### src/rtl/brownout_ctrl.sv
// brownout_ctrl: host-side sequencer for the brownout macro (enable, settle masking, event capture).
// Optional feature macro: BROWNOUT_CTRL_VUNDER_IRQ_EN enables the vunder_irq latch.
module brownout_ctrl #(
  parameter int SETTLE_CYCLES = 1024,
  parameter int CNT_W         = 8,
  parameter int SYNC_STAGES   = 2
) (
  input  logic             clk,
  input  logic             rst,
  input  logic             cfg_ena,
  input  logic             cfg_valid,
  output logic             cfg_ready,
  input  logic [2:0]       cfg_otrip,
  input  logic [2:0]       cfg_vtrip,
  input  logic [2:0]       cfg_force,
  input  logic             irq_clr,
  input  logic             cnt_clr,
  output logic             ena,
  output logic [2:0]       otrip,
  output logic [2:0]       vtrip,
  output logic             force_ena_rc_osc,
  output logic             force_dis_rc_osc,
  output logic             force_short_oneshot,
  input  logic             bod_out,
  input  logic             bod_vunder,
  input  logic             bod_timed_out,
  output logic             bod_irq,
  output logic             vunder_irq,
  output logic [4:0]       status,
  output logic [CNT_W-1:0] event_cnt
);

  typedef enum logic [1:0] {
    OFF     = 2'd0,
    SETTLE  = 2'd1,
    ARMED   = 2'd2,
    TRIPPED = 2'd3
  } state_t;

  localparam int SET_W = (SETTLE_CYCLES > 1) ? $clog2(SETTLE_CYCLES) : 1;
  localparam logic [SET_W-1:0] SET_LAST = SET_W'(SETTLE_CYCLES - 1);

  state_t                 state;
  logic [SET_W-1:0]       settle_cnt;
  logic [SYNC_STAGES-1:0] out_sync;
  logic [SYNC_STAGES-1:0] vunder_sync;
  logic [SYNC_STAGES-1:0] timed_sync;
  logic                   out_s;
  logic                   vunder_s;
  logic                   timed_out_s;
  logic                   out_prev;
  logic                   out_rise;
  logic                   bod_event;
  logic                   cfg_write;

  function automatic logic [CNT_W-1:0] sat_inc(input logic [CNT_W-1:0] v);
    return (&v) ? v : v + CNT_W'(1);
  endfunction

  assign out_s       = out_sync[SYNC_STAGES-1];
  assign vunder_s    = vunder_sync[SYNC_STAGES-1];
  assign timed_out_s = timed_sync[SYNC_STAGES-1];
  assign out_rise    = out_s & ~out_prev;
  assign bod_event   = (state == ARMED) & out_rise;
  assign cfg_write   = cfg_valid & cfg_ready;
  assign status      = {timed_out_s, vunder_s, out_s, state};

  // Input synchronizers and the brownout edge-detect flop
  always_ff @(posedge clk or posedge rst) begin
    if (rst) begin
      out_sync    <= '0;
      vunder_sync <= '0;
      timed_sync  <= '0;
      out_prev    <= 1'b0;
    end else begin
      out_sync    <= {out_sync[SYNC_STAGES-2:0], bod_out};
      vunder_sync <= {vunder_sync[SYNC_STAGES-2:0], bod_vunder};
      timed_sync  <= {timed_sync[SYNC_STAGES-2:0], bod_timed_out};
      out_prev    <= out_s;
    end
  end

  always_ff @(posedge clk or posedge rst) begin
    if (rst) begin
      otrip               <= '0;
      vtrip               <= '0;
      force_short_oneshot <= 1'b0;
      force_dis_rc_osc    <= 1'b0;
      force_ena_rc_osc    <= 1'b0;
    end else if (cfg_write) begin
      otrip               <= cfg_otrip;
      vtrip               <= cfg_vtrip;
      force_short_oneshot <= cfg_force[2];
      force_dis_rc_osc    <= cfg_force[1];
      force_ena_rc_osc    <= cfg_force[0];
    end
  end

  // Dropping cfg_ena overrides everything; a write while armed restarts settling
  always_ff @(posedge clk or posedge rst) begin
    if (rst) begin
      state      <= OFF;
      settle_cnt <= '0;
      ena        <= 1'b0;
      cfg_ready  <= 1'b1;
    end else if (!cfg_ena) begin
      state      <= OFF;
      settle_cnt <= '0;
      ena        <= 1'b0;
      cfg_ready  <= 1'b1;
    end else begin
      case (state)
        OFF: begin
          state      <= SETTLE;
          settle_cnt <= '0;
          ena        <= 1'b1;
          cfg_ready  <= 1'b0;
        end
        SETTLE: begin
          if (settle_cnt == SET_LAST) begin
            state      <= ARMED;
            settle_cnt <= '0;
            cfg_ready  <= 1'b1;
          end else begin
            settle_cnt <= settle_cnt + SET_W'(1);
          end
        end
        ARMED: begin
          if (cfg_write) begin
            state      <= SETTLE;
            settle_cnt <= '0;
            cfg_ready  <= 1'b0;
          end else if (out_rise) begin
            state <= TRIPPED;
          end
        end
        TRIPPED: begin
          if (cfg_write) begin
            state      <= SETTLE;
            settle_cnt <= '0;
            cfg_ready  <= 1'b0;
          end else if (!out_s) begin
            state <= ARMED;
          end
        end
      endcase
    end
  end

  // A set beats a same-cycle clear; a count beats a same-cycle counter clear
  always_ff @(posedge clk or posedge rst) begin
    if (rst) begin
      bod_irq   <= 1'b0;
      event_cnt <= '0;
    end else begin
      if (bod_event)    bod_irq <= 1'b1;
      else if (irq_clr) bod_irq <= 1'b0;

      if (bod_event)    event_cnt <= cnt_clr ? CNT_W'(1) : sat_inc(event_cnt);
      else if (cnt_clr) event_cnt <= '0;
    end
  end

`ifdef BROWNOUT_CTRL_VUNDER_IRQ_EN
  logic vunder_prev;
  logic vunder_rise;

  assign vunder_rise = vunder_s & ~vunder_prev;

  always_ff @(posedge clk or posedge rst) begin
    if (rst) begin
      vunder_prev <= 1'b0;
      vunder_irq  <= 1'b0;
    end else begin
      vunder_prev <= vunder_s;
      if (vunder_rise && (state == ARMED || state == TRIPPED)) vunder_irq <= 1'b1;
      else if (irq_clr)                                         vunder_irq <= 1'b0;
    end
  end
`else
  assign vunder_irq = 1'b0;
`endif

endmodule

### config.mk
export PLATFORM = sky130hd
export DESIGN_NAME = brownout_ctrl
export DESIGN_NICKNAME = d
export VERILOG_FILES = /design/src/rtl/brownout_ctrl.sv
export SDC_FILE = /design/constraint.sdc
export NUM_CORES = 1
export LEC_CHECK = 0
export ABC_AREA = 0
export CELL_PAD_IN_SITES_DETAIL_PLACEMENT = 1
export CELL_PAD_IN_SITES_GLOBAL_PLACEMENT = 1
export CORE_MARGIN = 3
export CORE_UTILIZATION = 26
export CTS_CLUSTER_DIAMETER = 200
export DETAILED_ROUTE_END_ITERATION = 8
export PLACE_DENSITY_LB_ADDON = 0.1
export SYNTH_ARGS = -nofsm -noshare
export SYNTH_HDL_FRONTEND = slang
export SYNTH_SLANG_ARGS = --single-unit
### constraint.sdc
create_clock -name clk -period 1.57 [get_ports clk]
set_clock_uncertainty 0.1 [all_clocks]
set_input_delay 0.2355 -clock clk [delete_from_list [all_inputs] [get_ports clk]]
set_output_delay 0.2355 -clock clk [all_outputs]
set_load 0.1 [all_outputs]
[Word level (Yosys, flattened, before mapping)]
Cells that the tools add are included.
Storage, ports and cells
  register bits after elaboration: 39
  output and inout bits: 26
  logic and storage cells: 62
Operators by class
  $add $sub $neg: 2
  equality and inequality tests: 10
  mux-type cells: 23
  bitwise logic cells: 4
  reductions and logical operators: 8
Operators by type and width (count)
  $mux W8: 4
  $mux W10: 3
  $pmux W10 S3: 1
  $mux W2: 6
  $add A10 B1 Y10 const B: 1
  $eq A10 B10 Y1 const B: 1
  $add A8 B1 Y8 const B: 1
  $ne A4 B4 Y1 const B: 2
  $pmux W2 S4: 1
  $reduce_and A8 Y1: 1
  $mux W1: 7
  $eq A2 B2 Y1 const B: 2
  $reduce_and A2 Y1: 2
  $reduce_bool A2 Y1: 2
  $and A1 B1 Y1: 3
  $ne A3 B2 Y1 const B: 1
  $ne A3 B3 Y1 const B: 1
  $pmux W1 S3: 1
  $reduce_and A3 Y1: 1
  $eq A2 B1 Y1 const B: 1
  $logic_not A2 Y1: 1
  $ne A2 B1 Y1 const B: 1
  $ne A2 B2 Y1 const B: 1
  $reduce_or A2 Y1: 1
  $not A1 Y1: 1

[Longest topological paths before layout]
  word-level depth: 6
  mapped depth: 6

[Worst setup path after synthesis]
Ideal clock, no wire load.
  kind: register to register
  from: register event_cnt[2]
  to: register event_cnt[1]
  setup time: 0.129 ns
  arrival: 2.002 ns
  required time: 1.341 ns
  setup slack: -0.662 ns
  stages on the path, launching flop included: 5
  cell sequence: dfrtp_1 nand4_1 o21ai_1 mux2i_1 nor2_1
On the way
  longest elaborated chain between the ends: 3
RTL lines
  from (decl): RTL line 30  | output logic [CNT_W-1:0] event_cnt
  from (signal assigned): RTL line 159  | if (bod_event) event_cnt <= cnt_clr ? CNT_W'(1) : sat_inc(event_cnt);
  $reduce_and A8 Y1: RTL line 57  | return (&v) ? v : v + CNT_W'(1);
  $ne A2 B2 Y1 (no line)
  $reduce_and A2 Y1 (no line)
No other way between the ends.
A chain may end at the register's enable or synchronous reset.

[Final worst setup path]
  from: register event_cnt[1]
  to: register event_cnt[7]
On the way
  longest elaborated chain between the ends: 4
RTL lines (RTL line)
  $add A8 B1 Y8: 57
  $mux W8: 57
  $mux W8 (2 in series): 159
Several ways; a longest one is shown, not always the timed one. The select of a mux whose other input is x is not followed.

==> metrics.yaml <==
cts_buffers: 5
finalHoldViolCount: 0
hpwl_microns: 3530
finalSetupViolCount: 0
mostFrequentLayoutCell: "buf_12"
finalPower_uw: 5190
rsz0062_at_grt: "true"
synthFlopType: "dfrtp_1"
seq_area_sq_mm: 0.00101
grt_usage_pct: 12.4
cts_sinks: 39
drtPass1Iterations: 4
coreArea_sq_mm: 0.00653
cts_hold_buf: 0
final-max-slew-violation-count: 0
clkTransAtPathRegs_ns: 0.08
io_pins: 44
insertion_delay_ns: 0.29
overflow: 0
clk_path_buf_depth: 2
cp.required_ns: 1.69
avgSynthCellArea_sq_um: 11.4
hold_slack_ns: 0.201
gp_congestion: 0.792
drc: 0
vias_per_cell: 4.80
finalNonFillerCells: 305
rows: 29
yosysSeqAreaShare_pct: 54.0
fin_crit_ns: 1.56
max_freq_mhz: 641
netlist_instances: 159
synth_warnings: 0
synth_edf_count: 0
layout_common_cells: "buf_12, dfrtp_1, buf_4"
dieHeight_microns: 89.4
yosys.area.top_type_share_pct: 52.6
multi_input_area_sq_um: 876
synth_nets: 179
nNetsFinal: 247
ir_drop_uv: 1050
yosys.area.top_type: "dfrtp_1"
drv_cap: 0
clockRootBuffer: "clkbuf_8"
ys_ff_latch: 39
synth.top_cells.by_area: "dfrtp_1, mux2_2, nor2_1"
htree_levels: 2
period_share_pct: 99.4
diodes: 0
first_iter_violations: 41
post_drt_wl_per_cell_microns: 15.4
synth_area_sq_mm: 0.00181
grt_pass1_vias: 1529
dp.cells: 292
grt_pass1_wl_microns: 7530
layout-drive-gt1-share_pct: 45.2
hold_class: "in2async"
area_growth_pct: 69.7
start_kind: "register"
synth_cell_types: 45
die_area_sq_mm: 0.00799
cts_tree: "built"
worstPathArrival_ns: 1.68
die-width_microns: 89.4
cp-end-kind: "register"
grt_max_degree: 40
via_count: 1464
synthArstFlopShare_pct: 100
ant_nets: 0
start_util_pct: 27.7
routed_wl_microns: 4690
cp_max_fo: 4
grt_antenna_before_repair: 0
p_per_area_mw_per_mm2: 1690
status: "complete, no violations"
critPathKind: "reg2reg"
p_leak_uw: 0.00128
fillers: 680
io_buffer_count: 42
## synthesized netlist by cell type (2+ instances only)
cell type / count
a211oi_1: 3
a21oi_1: 3
and2_1: 5
and3_1: 2
buf_2: 2
buf_4: 5
dfrtp_1: 38
ha_1: 2
inv_1: 3
mux2_2: 9
nand2_1: 11
nand3_1: 8
nand3b_1: 2
nand4_1: 2
nor2_1: 13
o2111ai_1: 2
o211ai_1: 4
o21ai_0: 9
o31ai_1: 2
or3_1: 2
xnor2_1: 4
xor2_1: 5
## power breakdown
group	switching (uW)	internal (uW)	total, uW
clock network	354	635	989
registers	196	1220	1420
logic	1660	1120	2790
## routing by layer
layer | wire length [microns] | GRT usage [%] | up-vias
met4 | 61 | 4.06 | 0
met2 | 2450 | 20.6 | 30
met1 | 2010 | 15.6 | 732
met5 | 0 | 0 | -
met3 | 170 | 3.50 | 7
li1 | - | - | 695
## cell type report
| type | count | area share, % |
|---|---|---|
| Clock buffer | 6 | 2.37 |
| Clock inverter | 2 | 1.96 |
| Inverter | 3 | 0.367 |
| Multi-Input combinational cell | 107 | 28.5 |
| Sequential cell | 39 | 33.1 |
| Tap cell | 77 | 3.14 |
| Timing Repair Buffer | 71 | 30.5 |
## worst max-delay path, stage by stage (launching register included)
cell	delay, ns
dfrtp_4	0.52
ha_4	0.19
nand3_2	0.14
o211ai_4	0.09
or3_4	0.34
a21oi_2	0.11
## cell families (layout without fill, tap and decap cells)
logic type | after synthesis | after routing | synth area share (%)
AND/OR/NAND/NOR | 53 | 53 | 15.8
buffers and inverters | 13 | 82 | 4.29
adder cells (fa/ha/maj) | 2 | 2 | 1.38
AO/OA/AOI/OAI | 32 | 32 | 13.8
multiplexers | 10 | 10 | 6.16
flip-flops | 39 | 39 | 54.0
XOR/XNOR | 9 | 9 | 4.36
other | 1 | 1 | 0.207
## stage by stage
stage	setup TNS, ns	utilization [%]	cell area (sq um)	worst slack, ns
global placement	-1.22	42.9	2800	-0.145
finish	0	47.0	3070	0.00948
global route	-0.469	47.0	3070	-0.0624
floorplan	-2.43	-	1930	-0.184
detailed placement	-2.01	42.9	2800	-0.253
CTS	-0.0286	46.2	3020	-0.0218
## path summary, 6_finish.rpt
check / startpoint / endpoint / slack, ns / depth (start not counted)
worst max-delay path: event_cnt[1] / event_cnt[7] / 0.009 / 5
worst min-delay path: rst / event_cnt[7] / 0.20 / 3
worst max register to register: event_cnt[1] / event_cnt[7] / 0.009 / 5
worst min register to register: timed_sync[0] / timed_sync[1] / 0.25 / 0
max in group asynchronous: rst / cfg_ready / 0.91 / 3
min in group clk: timed_sync[0] / timed_sync[1] / 0.25 / 0
## repair_timing
action | in CTS | in global routing
endpoints found under the setup margin | 11 | 16
pin swaps | 3 | 6
buffers inserted | 3 | 2
resized for setup | 9 | 10
## registers in the layout (all words and copies together) (netlist names)
name,flops
bod_irq,1
cfg_ready,1
ena,1
event_cnt,8
force_dis_rc_osc,1
force_ena_rc_osc,1
force_short_oneshot,1
otrip,3
out_prev,1
out_sync,2
settle_cnt,10
state,2
timed_sync,2
vtrip,3
vunder_sync,2
(Power assumes the default switching activity.)
